--- src/rtl/rf_arb_pkg.sv ---
// Shared types and constants for the register-file read arbiter.
// Contents:
//   arb_state_e : arbiter FSM states (IDLE, ACK, DRAIN)
//   RF_ADDR_W   : default register address width
//   RF_DATA_W   : default register data width
//   STAT_W      : width of the optional statistics counters
package rf_arb_pkg;

  typedef enum logic [1:0] {
    IDLE  = 2'd0,
    ACK   = 2'd1,
    DRAIN = 2'd2
  } arb_state_e;

  localparam int unsigned RF_ADDR_W = 5;
  localparam int unsigned RF_DATA_W = 32;
  localparam int unsigned STAT_W    = 16;

endpackage

--- src/rtl/sat_counter.sv ---
// Saturating up-counter with synchronous clear.
// Ports:
//   clk : clock, rising edge
//   rst : asynchronous active-high reset, counter -> 0
//   inc : count up by one unless already at MAX
//   clr : return to zero; takes priority over inc
//   cnt : current count
module sat_counter #(
  parameter int unsigned W   = 8,
  parameter logic [W-1:0] MAX = '1
) (
  input  logic         clk,
  input  logic         rst,
  input  logic         inc,
  input  logic         clr,
  output logic [W-1:0] cnt
);

  logic [W-1:0] cnt_q;
  logic [W-1:0] cnt_d;

  always_comb begin
    cnt_d = cnt_q;
    if (clr) begin
      cnt_d = '0;
    end else if (inc && (cnt_q != MAX)) begin
      cnt_d = cnt_q + 1'b1;
    end
  end

  always_ff @(posedge clk or posedge rst) begin
    if (rst) begin
      cnt_q <= '0;
    end else begin
      cnt_q <= cnt_d;
    end
  end

  assign cnt = cnt_q;

endmodule

--- src/rtl/regfile_read_arbiter.sv ---
// Shares one combinational register-bank read port between the core
// (priority) and a debug requester (req/ack handshake, registered data).
// A starvation counter forces a debug slot after STARVE_MAX consecutive
// core-won cycles with debug pending.
//
// Ports:
//   clk, rst              : clock / asynchronous active-high reset
//   core_req, core_addr   : core read request and address
//   core_rdata            : rf_rdata passed straight through
//   core_stall            : core lost the port this cycle
//   dbg_req, dbg_addr     : debug level request and address
//   dbg_ack, dbg_data     : one-cycle ack with registered read data
//   rf_raddr, rf_rdata    : register bank read port
//   stat_dbg_grants       : debug slots granted (stats build only)
//   stat_core_stalls      : core stall cycles (stats build only)
//
// Build option: define RF_ARB_STATS_EN to compile the statistics
// counters; otherwise both stat outputs are tied to zero.
//
// state | meaning
// IDLE  | arbitrating; debug may take the slot this cycle
// ACK   | dbg_ack high, dbg_data valid
// DRAIN | waiting for dbg_req to drop so one request gets one slot
module regfile_read_arbiter
  import rf_arb_pkg::*;
#(
  parameter int unsigned ADDR_W     = RF_ADDR_W,
  parameter int unsigned DATA_W     = RF_DATA_W,
  parameter int unsigned STARVE_MAX = 8
) (
  input  logic              clk,
  input  logic              rst,
  input  logic              core_req,
  input  logic [ADDR_W-1:0] core_addr,
  output logic [DATA_W-1:0] core_rdata,
  output logic              core_stall,
  input  logic              dbg_req,
  input  logic [ADDR_W-1:0] dbg_addr,
  output logic              dbg_ack,
  output logic [DATA_W-1:0] dbg_data,
  output logic [ADDR_W-1:0] rf_raddr,
  input  logic [DATA_W-1:0] rf_rdata,
  output logic [STAT_W-1:0] stat_dbg_grants,
  output logic [STAT_W-1:0] stat_core_stalls
);

  localparam logic [7:0] STARVE_MAX_C = STARVE_MAX[7:0];

  arb_state_e        state_q;
  logic              dbg_ack_q;
  logic [DATA_W-1:0] dbg_data_q;
  logic [7:0]        starve_cnt;
  logic              dbg_slot;
  logic              starve_inc;
  logic              starve_clr;

  // rst is folded in so the port stays with the core while reset is held.
  assign dbg_slot = (state_q == IDLE) && dbg_req && !rst &&
                    (!core_req || (starve_cnt == STARVE_MAX_C));

  assign rf_raddr   = dbg_slot ? dbg_addr : core_addr;
  assign core_rdata = rf_rdata;
  assign core_stall = core_req && dbg_slot;

  // Clearing while dbg_req is low means a fresh request always starts at 0.
  assign starve_inc = (state_q == IDLE) && dbg_req && core_req && !dbg_slot;
  assign starve_clr = dbg_slot || !dbg_req;

  sat_counter #(
    .W   (8),
    .MAX (STARVE_MAX_C)
  ) u_starve_cnt (
    .clk (clk),
    .rst (rst),
    .inc (starve_inc),
    .clr (starve_clr),
    .cnt (starve_cnt)
  );

  always_ff @(posedge clk or posedge rst) begin
    if (rst) begin
      state_q    <= IDLE;
      dbg_ack_q  <= 1'b0;
      dbg_data_q <= '0;
    end else begin
      dbg_ack_q <= 1'b0;
      case (state_q)
        IDLE: begin
          if (dbg_slot) begin
            state_q    <= ACK;
            dbg_ack_q  <= 1'b1;
            dbg_data_q <= rf_rdata;
          end
        end
        ACK: begin
          state_q <= DRAIN;
        end
        DRAIN: begin
          if (!dbg_req) begin
            state_q <= IDLE;
          end
        end
        default: begin
          state_q <= IDLE;
        end
      endcase
    end
  end

  assign dbg_ack  = dbg_ack_q;
  assign dbg_data = dbg_data_q;

`ifdef RF_ARB_STATS_EN
  sat_counter #(
    .W   (STAT_W),
    .MAX ({STAT_W{1'b1}})
  ) u_stat_grants (
    .clk (clk),
    .rst (rst),
    .inc (dbg_slot),
    .clr (1'b0),
    .cnt (stat_dbg_grants)
  );

  sat_counter #(
    .W   (STAT_W),
    .MAX ({STAT_W{1'b1}})
  ) u_stat_stalls (
    .clk (clk),
    .rst (rst),
    .inc (core_stall),
    .clr (1'b0),
    .cnt (stat_core_stalls)
  );
`else
  assign stat_dbg_grants  = '0;
  assign stat_core_stalls = '0;
`endif

endmodule

--- config.mk ---
export PLATFORM = sky130hd
export DESIGN_NAME = regfile_read_arbiter
export DESIGN_NICKNAME = d
export VERILOG_FILES = /design/src/rtl/rf_arb_pkg.sv /design/src/rtl/sat_counter.sv /design/src/rtl/regfile_read_arbiter.sv
export SDC_FILE = /design/constraint.sdc
export NUM_CORES = 1
export LEC_CHECK = 0
export BUFFER_PORTS_ARGS = -buffer_cell sky130_fd_sc_hd__buf_4
export CELL_PAD_IN_SITES_DETAIL_PLACEMENT = 0
export CELL_PAD_IN_SITES_GLOBAL_PLACEMENT = 1
export CORE_ASPECT_RATIO = 1.1
export CORE_MARGIN = 5
export CORE_UTILIZATION = 25
export DETAILED_ROUTE_END_ITERATION = 16
export HOLD_SLACK_MARGIN = 0.02
export PLACE_DENSITY = 0.68
export SYNTH_ARGS = -nofsm -noshare
export SYNTH_HDL_FRONTEND = slang
export SYNTH_SLANG_ARGS = --single-unit
--- constraint.sdc ---
create_clock -name clk -period 2.2 [get_ports clk]
set_clock_uncertainty 0.2 [all_clocks]
set_input_delay 0.22 -clock clk [delete_from_list [all_inputs] [get_ports clk]]
set_output_delay 0.22 -clock clk [all_outputs]
set_load 0.01 [all_outputs]
======== Word-level counts from Yosys, hierarchy flattened ========
Cells that the tools add are included.
Widths: inputs -> output; s select.
operators by class
  equal/unequal tests ..................... 6
  mux-type cells .......................... 8
  add/sub/neg operators ................... 1
  reductions and logical operators ........ 17
operator list
  operator             number
  $mux 8               2
  $add 8x1->8 const B  1
  $eq 8x4->1 const B   1
  $ne 8x4->1 const B   1
  $logic_and 1x1->1    7
  $pmux 2 s3           1
  $mux 5               1
  $logic_not 1->1      4
  $mux 2               2
  $ne 2x2->1 const B   2
  $reduce_and 2->1     2
  $eq 2x1->1 const B   1
  $eq 2x2->1 const B   1
  $logic_not 2->1      1
  $logic_or 1x1->1     2
  $mux 1               2
  $reduce_bool 2->1    1
storage, ports and cells
  register bits ........................... 43
  output and inout bits ................... 103
  logic and storage cells ................. 36
  input bits .............................. 46

======== Depth between registers and ports, before layout ========
  word-level depth ........................ 9
  mapped depth ............................ 8
  mapped depth without buffers ............ 6

======== Cells and area by module ========
A second synthesis with hierarchy kept.
unflattened totals
  cell total of the unflattened synthesis .. 381
  area total of the unflattened synthesis .. 3437.0 sq um
modules (own cells, without submodules)
  module                times used  cells each  seq. area each (sq um)  area an instance (sq um)
  regfile_read_arbiter  1           334         875.8                   2994.1
  sat_counter           1           47          200.2                   442.9

======== Worst setup path before layout ========
OpenSTA, ideal clock, no wires.
  path kind ............................... register to output
  start ................................... reg u_starve_cnt.cnt_q[0], in the netlist u_starve_cnt.cnt[0]
  end ..................................... out rf_raddr[0]
  arrival time ............................ 1.568 ns
  stages on the path, launching flop included .. 8
  setup slack ............................. 0.212 ns
  path buffers ............................ 1
  required time ........................... 1.780 ns
  path through ............................ dfrtp_1 -> inv_1 -> ha_1 -> nor4b_4 -> a21bo_1 -> nand2_2 -> buf_2 -> mux2_2
on the way
  word-level cells in the longest chain between the ends .. 4
RTL lines
  what                    line                        text
  start, declared         sat_counter.sv:19           logic [W-1:0] cnt_q;
  start signal, assigned  sat_counter.sv:35           cnt_q <= cnt_d;
  $eq 8x4->1              regfile_read_arbiter.sv:59  (!core_req || (starve_cnt == STARVE_MAX_C));
  $logic_or 1x1->1        regfile_read_arbiter.sv:59
  $logic_and 1x1->1       regfile_read_arbiter.sv:58  assign dbg_slot = (state_q == IDLE) && dbg_req && !rst &&
  $mux 5                  regfile_read_arbiter.sv:61  assign rf_raddr = dbg_slot ? dbg_addr : core_addr;
  end, declared           regfile_read_arbiter.sv:41  output logic [ADDR_W-1:0] rf_raddr,
Every way passes these cells.

======== Worst setup path after layout ========
  start ................................... reg u_starve_cnt.cnt_q[0], in the netlist u_starve_cnt.cnt[0]
  end ..................................... out rf_raddr[2]
Same word-level chain as after synthesis.

==> metrics <==
Crit. End Element=primary output; CP Cell Sequence=inv_2, ha_2, nor4b_4, a21bo_2, nand2_4, mux2_4, buf_6; layout cells sized above 1=55.02%; failing checks=negative setup slack; Routed Antenna Nets=0; total iterations of the first detailed-routing run=2; Area Overhead vs Synth=49.61%; H-Tree Depth=2; Crit path max-delay family=flip-flops; most common cell after layout, fill and taps aside=buf_4; Comb pwr share=between 30 and 40%; CTS tree=built; Yosys top cell area share=between 40% and 50%; # fillers=between 900 and 1000; R2R depth=9; final WL=5646 µm; placed instance area=3059 µm²; initial antenna violation count=0; global-route wire length before repair=8963 µm; data arrival time of the worst path=roughly 1.9 ns; Core Rows=37; Seq/Total Area, Yosys=45.19%; Avg Cell Area, Syn=between 10 and 15 µm²; reg-to-reg startpoint=u_starve_cnt.cnt[0]; synthesized area=2381 µm²; status=finished, violations left; RSZ-0062 raised after global routing=yes; leading area contributor after synthesis=dfrtp_1; register area=about 1100 µm²; Worst setup startpoint=u_starve_cnt.cnt[0]; Slowest Stage Delay on Critical Path=slightly below 0.4 ns; P per Cell Area=around 650 nW/µm²; Hold Vio Cnt, Final=0; Die Span Y=112.4 µm; worst path buffer plus inverter count=2; routability congestion estimate=0.7640; Mapped Cells=196; Initial Util=25.46%; WP depth=7; reg2reg setup slack=0.04 ns; Pleak=between 1.5 and 2 nW; Reg power frac=approximately 44%; Worst Max-Slew Pin Slew=0.7528 ns; Ant. Diodes=0; end of the critical path=rf_raddr[2]; clk root buf=clkbuf_8; P_int=1.675 mW; CP max stage cell=dfrtp_1; fin crit period=approximately 2.3 ns; clock power share=21.5%; number of global-route vias before repair=1830; clk sinks=43; Synth warnings=0; EDFF count, synth=0; Psw=approximately 0.65 mW; total grt overflow=0; reg2reg end=dbg_data[30]; Die ar.=11580 µm²; prevailing post-synth register cell=dfrtp_1; Clock Latency Late Sink=0.28 ns; path category of the worst min-delay check=input port to flop; via count=1717; Total GRT Usage=9.672%; Worst-path clk slew=0.08 ns; Area contributors post-synth=dfrtp_1, buf_4, mux2_2, mux2_4, and2_1; core box area=9351 µm²; post-synth cell types=33; Avg WL per Cell=between 10 and 15 µm; vias per cell=between 3 and 4; Critical Path Source Type=flop; Die X=between 100 and 150 µm; Clock Tree Buf Depth=2; most frequent cells in the layout=buf_4, dfrtp_1, dlygate4sd3_1; Final Cycle Share=103.6%; VDD IR-drop max=0.2889 mV; port bufs=about 120; final instance area=3562 µm²; class of the most critical setup path=flop to primary output; area of the multi-input gates=900.9 µm²; IO Pins=149; Remaining DRCs=0; Final Slew Violations=0; Post-Place Setup Slack=0.05800 ns; Detailed Place HPWL=4264 µm; largest net degree at the start of global routing=26; final setup fails=5; final worst-path setup slack=-0.07940 ns; hold wc startpoint=dbg_req; max-cap violations=0; Fmax=0.4387 GHz; Synth Register Bits=43; sw frac=27.88%; Layout Nets=377; TritonCTS Buffers=5; crit path max fanout=7; CP Data Required Time=1.78 ns; DRT iter0 DRCs=19; Slew headroom=between 40% and 50%; ys async rst share=between 90% and 100%
[tightest hold or removal path: cells and delay by family]
family / cells / cell delay, ns
muxes: 1 / 0.08
buffers and inverters: 1 / 0.12
and+or+nand+nor: 1 / 0.10
[metal layers]
metal / GRT usage (%) / wire length (µm)
met4: 2.073 / 55
met2: 17.03 / 2906
met1: 11.25 / 2116
met3: 3.232 / 568
met5: 0 / 0
[cells by family (layout without fill, tap and decap cells)]
family	Yosys count	count (layout)	share of synthesized area [%]
buf+inv	74	176	22.49
simple gates	26	26	7.724
fa+ha+maj	2	2	1.051
flops	43	43	45.19
mux	39	39	19.60
xor+xnor	6	6	2.207
compound gates	5	5	1.577
other cells	1	32	0.1575
[worst min path at each step]
stage | cells after the start | end | slack (ns)
2_1_floorplan | 1 | dbg_data[15] | 0.17
3_3_place_gp | 2 | u_starve_cnt.cnt[0] | 0.06
3_5_place_dp | 2 | state_q[1] | 0.06
4_1_cts | 3 | state_q[1] | 0.06
5_1_grt | 3 | state_q[1] | 0.09
6_report | 3 | state_q[1] | 0.07
[flip-flops by register name, summed over array words and instances (netlist names)]
name              cells
u_starve_cnt.cnt      8
state_q               2
dbg_ack               1
dbg_data             32
[power by group through the flow]
stage / Clock (mW) / Combinational, mW / Sequential, mW
finish: 0.500 / 0.800 / 1.02
detailed placement: 0 / 0.748 / 1.04
CTS: 0.542 / 0.811 / 1.02
global route: 0.568 / 0.867 / 1.04
floorplan: 0 / 0.343 / 1.10
global placement: 0 / 0.744 / 1.03
[cell usage after synthesis (2+ instances only)]
master   count
xor2_1       3
and3_1       2
buf_2        2
mux2_2      29
buf_6        2
buf_4       64
xnor2_1      3
mux2_4       8
and2_1       7
nand2_1      4
mux2i_1      2
inv_1        6
dfrtp_1     43
ha_1         2
[stage by stage]
step	power (mW)	hold WS, ns	std cells	setup TNS (ns)	util, %
2_1_floorplan	1.444	0.1685	227	0	-
3_3_place_gp	1.777	0.05856	398	0	32.71
3_5_place_dp	1.785	0.05597	398	0	32.71
4_1_cts	2.376	0.06097	444	-0.5199	37.85
5_1_grt	2.475	0.09435	446	-1.447	38.09
6_report	2.322	0.07168	446	-0.3697	38.09
[layout make-up]
cell class | instances | share of cell area (%)
Timing Repair Buffer | 163 | 37.30
Sequential cell | 43 | 30.21
Multi-Input combinational cell | 110 | 25.29
Tap cell | 117 | 4.110
Clock buffer | 6 | 2.318
Inverter | 6 | 0.6322
Clock inverter | 1 | 0.1405
[what timing repair did]
item                                    CTS  global route
pin swaps                                 0             2
buffers inserted                          5             2
resized for setup                         5             3
endpoints found under the setup margin    5             5
hold endpoints to repair                 48             0
hold buffers                             34             0
(Power assumes the default switching activity.)
